### src/rtl/pilha_arbitro.sv
// pilha_arbitro: arbiter and sequencer for the shared hardware stack.
//   Serialises UC and ULA push/pop requests with round-robin tie-break, tracks
//   occupancy, rejects overflow/underflow before they reach the stack array and
//   returns pop data to the granted requester. All outputs decode from registers.
// Ports:
//   clk, rst                     clock, asynchronous active-high reset
//   uc_req_i/uc_op_i/uc_data_i   UC request (op 1=push, 0=pop) and push data
//   ula_req_i/ula_op_i/ula_data_i ULA request; only ula_data_i[DATA_W-1:0] is pushed
//   *_gnt_o, *_done_o, *_err_o   per-requester grant, completion pulse, reject flag
//   rd_data_o                    last pop result, held until the next pop completes
//   stk_push_o/stk_sel_o/stk_din_o/stk_pop_o, stk_dout_i  stack array interface
//   count_o, full_o, empty_o     occupancy
// Optional: define PILHA_ARB_STATS_EN to add ovf_cnt_o/unf_cnt_o, saturating
//   counters of rejected pushes and rejected pops.
module pilha_arbitro #(
  parameter int unsigned DEPTH  = 16,
  parameter int unsigned DATA_W = 16,
  parameter int unsigned CNT_W  = 5
) (
  input  logic              clk,
  input  logic              rst,
  input  logic              uc_req_i,
  input  logic              uc_op_i,
  input  logic [DATA_W-1:0] uc_data_i,
  input  logic              ula_req_i,
  input  logic              ula_op_i,
  input  logic [31:0]       ula_data_i,
  output logic              uc_gnt_o,
  output logic              ula_gnt_o,
  output logic              uc_done_o,
  output logic              ula_done_o,
  output logic              uc_err_o,
  output logic              ula_err_o,
  output logic [DATA_W-1:0] rd_data_o,
  output logic              stk_push_o,
  output logic              stk_sel_o,
  output logic [DATA_W-1:0] stk_din_o,
  output logic              stk_pop_o,
  input  logic [DATA_W-1:0] stk_dout_i,
  output logic [CNT_W-1:0]  count_o,
  output logic              full_o,
  output logic              empty_o
`ifdef PILHA_ARB_STATS_EN
  ,
  output logic [7:0]        ovf_cnt_o,
  output logic [7:0]        unf_cnt_o
`endif
);

  typedef enum logic [2:0] {
    StIdle,
    StPush,
    StPop,
    StPopWait,
    StDone
  } state_e;

  state_e              state_q, state_d;
  logic                owner_q, owner_d;  // 0 = UC, 1 = ULA
  logic                op_q, op_d;        // 1 = push, 0 = pop
  logic                err_q, err_d;
  logic                rr_q, rr_d;        // tie-break pointer: 0 = UC first
  logic [DATA_W-1:0]   data_q, data_d;
  logic [DATA_W-1:0]   rd_data_q, rd_data_d;
  logic [CNT_W-1:0]    count_q, count_d;
  logic                full, empty;
  logic                sel_ula, sel_op;

  // Upper ULA result bits are intentionally dropped.
  logic unused_ula_hi;
  assign unused_ula_hi = ^ula_data_i[31:DATA_W];

  assign full  = (count_q == CNT_W'(DEPTH));
  assign empty = (count_q == '0);

  // Exactly one requester wins; on a tie rr_q decides.
  assign sel_ula = ula_req_i && (!uc_req_i || rr_q);
  assign sel_op  = sel_ula ? ula_op_i : uc_op_i;

  always_comb begin
    state_d   = state_q;
    owner_d   = owner_q;
    op_d      = op_q;
    err_d     = err_q;
    rr_d      = rr_q;
    data_d    = data_q;
    rd_data_d = rd_data_q;
    count_d   = count_q;
    unique case (state_q)
      StIdle: begin
        if (uc_req_i || ula_req_i) begin
          owner_d = sel_ula;
          op_d    = sel_op;
          data_d  = sel_ula ? ula_data_i[DATA_W-1:0] : uc_data_i;
          if ((sel_op && full) || (!sel_op && empty)) begin
            err_d   = 1'b1;
            state_d = StDone;
          end else begin
            err_d   = 1'b0;
            state_d = sel_op ? StPush : StPop;
          end
        end
      end
      StPush: begin
        count_d = count_q + CNT_W'(1);
        state_d = StDone;
      end
      StPop: begin
        count_d = count_q - CNT_W'(1);
        state_d = StPopWait;
      end
      StPopWait: begin
        rd_data_d = stk_dout_i;
        state_d   = StDone;
      end
      StDone: begin
        rr_d    = ~owner_q;
        state_d = StIdle;
      end
      default: state_d = StIdle;
    endcase
  end

  always_ff @(posedge clk or posedge rst) begin
    if (rst) begin
      state_q   <= StIdle;
      owner_q   <= 1'b0;
      op_q      <= 1'b0;
      err_q     <= 1'b0;
      rr_q      <= 1'b0;
      data_q    <= '0;
      rd_data_q <= '0;
      count_q   <= '0;
    end else begin
      state_q   <= state_d;
      owner_q   <= owner_d;
      op_q      <= op_d;
      err_q     <= err_d;
      rr_q      <= rr_d;
      data_q    <= data_d;
      rd_data_q <= rd_data_d;
      count_q   <= count_d;
    end
  end

  // Moore outputs: everything below decodes only from registered state.
  logic busy, in_done;
  assign busy    = (state_q != StIdle);
  assign in_done = (state_q == StDone);

  assign uc_gnt_o   = busy && !owner_q;
  assign ula_gnt_o  = busy && owner_q;
  assign uc_done_o  = in_done && !owner_q;
  assign ula_done_o = in_done && owner_q;
  assign uc_err_o   = in_done && !owner_q && err_q;
  assign ula_err_o  = in_done && owner_q && err_q;
  assign rd_data_o  = rd_data_q;
  assign stk_push_o = (state_q == StPush);
  assign stk_pop_o  = (state_q == StPop);
  assign stk_sel_o  = owner_q;
  assign stk_din_o  = data_q;
  assign count_o    = count_q;
  assign full_o     = full;
  assign empty_o    = empty;

`ifdef PILHA_ARB_STATS_EN
  logic [7:0] ovf_q, ovf_d, unf_q, unf_d;

  always_comb begin
    ovf_d = ovf_q;
    unf_d = unf_q;
    if (in_done && err_q) begin
      if (op_q && (ovf_q != 8'hFF)) ovf_d = ovf_q + 8'd1;
      if (!op_q && (unf_q != 8'hFF)) unf_d = unf_q + 8'd1;
    end
  end

  always_ff @(posedge clk or posedge rst) begin
    if (rst) begin
      ovf_q <= '0;
      unf_q <= '0;
    end else begin
      ovf_q <= ovf_d;
      unf_q <= unf_d;
    end
  end

  assign ovf_cnt_o = ovf_q;
  assign unf_cnt_o = unf_q;
`endif

endmodule

### config.mk
export PLATFORM = sky130hd
export DESIGN_NAME = pilha_arbitro
export DESIGN_NICKNAME = d
export VERILOG_FILES = /design/src/rtl/pilha_arbitro.sv
export SDC_FILE = /design/constraint.sdc
export NUM_CORES = 1
export LEC_CHECK = 0
export CAP_MARGIN = 5
export CORE_ASPECT_RATIO = 0.9
export CORE_UTILIZATION = 41
export CTS_CLUSTER_DIAMETER = 100
export DETAILED_ROUTE_END_ITERATION = 8
export PLACE_DENSITY = 0.82
export SLEW_MARGIN = 5
export SYNTH_ARGS = -nofsm -noshare
export SYNTH_HDL_FRONTEND = slang
export SYNTH_SLANG_ARGS = --single-unit
export TNS_END_PERCENT = 20
### constraint.sdc
create_clock -name clk -period 3 [get_ports clk]
set_input_delay 0.6 -clock clk [delete_from_list [all_inputs] [get_ports clk]]
set_output_delay 0.6 -clock clk [all_outputs]
set_load 0.005 [all_outputs]
==> metrics.log, run 1 <==
INFO  metric post_layout_instance_count_excluding_filler_cells = 350
INFO  metric wire_per_inst = 12.9 um
INFO  metric post_cts.resized_instances = 0
INFO  metric start_util = 0.431
INFO  metric swShare = 0.324
INFO  metric antenna-diode-count = 0
INFO  metric critical_path_required = 2400 ps
INFO  metric hold_class = reg -> reg
INFO  metric floorplan.die.height = 69.8 um
INFO  metric top_cell_family_by_delay_on_the_critical_path = simple AND/OR/NAND/NOR gates
INFO  metric setup_tns = 0 ps
INFO  metric time_the_worst_path_needs_with_i_o_delays_and_setup = 2580 ps
INFO  metric synth.avg_cell_area = 11.6 um^2
INFO  metric critical_path_peak_fanout = 4
INFO  metric net-switching-power = 0.00103 W
INFO  metric timing.reg2reg.worst_path_depth = 7
INFO  metric setup_repair_after_global_routing_missed_its_margin = false
INFO  metric final_cell_mix = 101 x clkdlybuf4s50_1, 43 x dfrtp_1, 20 x nand2_1, 18 x mux2_2, 17 x mux2i_1
INFO  metric comb_power_share = 0.507
INFO  metric pwr-share-clk = 0.145
INFO  metric grt.met2_usage = 0.321
INFO  metric outcome = complete, no violations
INFO  metric internal_power = 0.00215 W
INFO  metric post_cts.repair.setup_buffers = 0
INFO  metric crit_path_start = count_o[0]
INFO  metric detail-route-antenna-nets = 0
INFO  metric floorplan.io_pins = 118
INFO  metric holdPathEnd = stk_din_o[1]
INFO  metric synth.lib_cells_used.distinct = 37
INFO  metric slew_violations = 0
INFO  metric number_of_global_route_vias_before_repair = 1734
INFO  metric tightest_slew = 854 ps
INFO  metric post-dp-hpwl = 3460 um
INFO  metric critical-path-slowest-cell = clkdlybuf4s50_1
INFO  metric tritoncts = yes
INFO  metric timing.final.crit_share = 0.860
INFO  metric critical_path_arrival = 1980 ps
INFO  metric setup_slack = 420 ps
INFO  metric register_area = 1080 um^2
INFO  metric design_power_total = 0.00319 W
INFO  metric antenna_violations_before_repair = 0
INFO  metric holdCritStartpoint = stk_din_o[1]
INFO  metric grt_overflow = 0
INFO  metric grt_first_pass_wirelength = 7820 um
INFO  metric pre_cts_ws = 770 ps
INFO  metric ratio_of_cells_with_drive_above_1_in_the_final_layout = 0.133
INFO  metric die_width = 77.3 um
INFO  metric yosysWarnings = 0
INFO  metric worstSkewPairLatency = 290 ps
INFO  metric slew_headroom = 0.430
INFO  metric finClkSkew = 5.36 ps
INFO  metric die_area = 5400 um^2
INFO  metric cap_violations = 0
INFO  metric mappedNetlistArea = 2090 um^2
INFO  metric h-tree-depth = 2
INFO  metric cts-buffers-inserted = 5
INFO  metric worst_ir_drop_vdd = 0.000491 V
INFO  metric clock_path_buffers = 2
INFO  metric crit-reg2reg-launch = state_q[0]
INFO  metric timing.reg2reg.setup_slack = 930 ps
INFO  metric cp-end-kind = output port
INFO  metric critical_path_depth = 4
INFO  metric drtIter0Drc = 57
INFO  metric multiInputGateArea = 905 um^2
INFO  metric worst-setup-path-type = reg -> out
INFO  metric clock_sinks = 43
INFO  metric timing.critical_path.from_type = register
INFO  metric finalSetupViolations = 0
INFO  metric drc = 0
INFO  metric pwr_density = 980 nW/um^2
INFO  metric postCtsHoldBufs = 0
INFO  metric fin_util = 0.668
INFO  metric mostFrequentLayoutCell = clkdlybuf4s50_1
INFO  metric crit_chain = nor4_1, nand2_1, inv_1, clkdlybuf4s50_1
INFO  metric yosysSeqAreaShare = 0.514
INFO  metric seq_power_share = 0.348
INFO  metric final_hold_viol_count = 0
INFO  metric placeableCoreArea = 4860 um^2
INFO  metric drt-pass1-iter-count = 4
INFO  metric dr_total_vias = 1668
INFO  metric area_growth = 55.2%
INFO  metric groute.layer.met3.usage = 0.0434
INFO  metric fin_nets = 358
INFO  metric timing.critical_path.buf_inv = 2
INFO  metric max_freq = 0.388 GHz
INFO  metric delay_of_the_slowest_cell_on_the_worst_path = 510 ps
INFO  metric use_met1 = 0.224
INFO  metric clk_pin_slew_worst_paths = 80 ps
INFO  metric ys_ff_latch = 43
INFO  metric leakagePower = 1.45 nW
INFO  metric fillerInstances = 393
INFO  metric cts_root_buffer = clkbuf_8
INFO  metric pin_count_of_the_biggest_net_entering_global_routing = 44
INFO  metric vias_per_cell = 4.77
INFO  metric drt_wl_total = 4520 um
INFO  metric rr_endpoint = count_o[4]
INFO  metric gr-max-usage-layer = met2
INFO  metric io_buffers = 101
INFO  metric groute.usage.overall = 0.184
INFO  metric synth_nets = 255
INFO  metric placed_cells = 342
INFO  metric core.rowCount = 24
INFO  metric place_congestion = 0.750
INFO  metric postSynthCellCount = 181
INFO  metric worst_hold_depth = 2
## state kept, by name (all words and copies together) (netlist names)
| signal | count |
|---|---|
| count_o | 5 |
| err_q | 1 |
| rd_data_o | 16 |
| rr_q | 1 |
| state_q | 3 |
| stk_din_o | 16 |
| stk_sel_o | 1 |
## worst min-delay path: cells and delay by family (launching register included)
family	cells	cell delay (ps)
AND/OR/NAND/NOR	1	60
flip-flops	1	350
AO/OA/AOI/OAI	1	50
## metal layers
metal / wire [um] / up-vias
li1: - / 834
met1: 1960 / 762
met2: 2230 / 67
met3: 292 / 5
met4: 44 / 0
met5: 0 / -
## synth_stat cells
cell      count  area [um^2]
buf_4         2         15.0
and2_1        3         18.8
o41ai_1       1         8.76
inv_1         8         30.0
buf_6         3         33.8
nor2b_1       1         6.26
nor2_2        1         6.26
nor4b_1       1         8.76
a31oi_1       1         6.26
a211oi_1      1         7.51
dfrtp_1      43         1080
mux2i_1      17          170
nor4_1        1         6.26
nor2_1        9         33.8
o21ai_1       8         40.0
nand3_1       2         10.0
o21a_1        1         7.51
nor3_4        1         16.3
nand4b_1      1         8.76
and2b_1       1         7.51
ha_1          3         37.5
buf_12        1         20.0
nand3b_4      1         20.0
nor3_1        1         5.00
mux2_2       18          203
a21oi_1       5         25.0
o211ai_1      1         7.51
o21ai_2       4         35.0
fa_1          1         20.0
buf_2         3         15.0
a21o_1        1         7.51
a211o_1       1         8.76
xnor2_1       5         43.8
and3_1        1         6.26
nand2_1      20         75.1
o21ai_0       7         35.0
nand2b_1      2         12.5
## cell families (layout without fill, tap and decap cells)
group,after synthesis,after routing,synth area share
simple gates,46,46,0.115
buf+inv,17,121,0.0544
xor+xnor,5,5,0.0209
flops,43,43,0.514
compound gates,31,31,0.0902
mux,35,35,0.178
fa+ha+maj,4,4,0.0275
## area by class of cell
cell class | instances | share of cell area
sequential | 43 | 0.331
tap | 65 | 0.0250
multi-input combinational | 121 | 0.278
clock inverter | 2 | 0.0108
inverter | 8 | 0.00924
clock buffer | 6 | 0.0254
timing repair buffer | 105 | 0.320
## power by group through the flow
| stage | clock, W | combinational, W | sequential (W) |
|---|---|---|---|
| after floorplan | 0 | 0.000887 | 0.00106 |
| after global placement | 0 | 0.00159 | 0.00110 |
| after detailed placement | 0 | 0.00164 | 0.00112 |
| after CTS | 0.000472 | 0.00164 | 0.00111 |
| after global routing | 0.000498 | 0.00179 | 0.00116 |
| final | 0.000461 | 0.00162 | 0.00111 |
## metrics by stage
stage | instance area, um^2 | hold WS [ps]
floorplan | 2090 | 454
global placement | 3130 | 461
detailed placement | 3130 | 465
CTS | 3250 | 482
global route | 3250 | 519
finish | 3250 | 481
## how the worst max path moves through the flow
| stage | end | slack, ps |
|---|---|---|
| 2_1_floorplan | count_o[4] | 1120 |
| 3_3_place_gp | uc_err_o | 820 |
| 3_5_place_dp | empty_o | 770 |
| 4_1_cts | full_o | 430 |
| 5_1_grt | full_o | 250 |
| 6_report | full_o | 420 |
No activity file was read; power rests on OpenSTA's default activity.
==> run 2: changes to the inputs <==
Settings changed: TNS_END_PERCENT 20 to 10.
==> results of run 2 <==
Same layout as run 1: the final DEF is identical, and so are final timing and power.
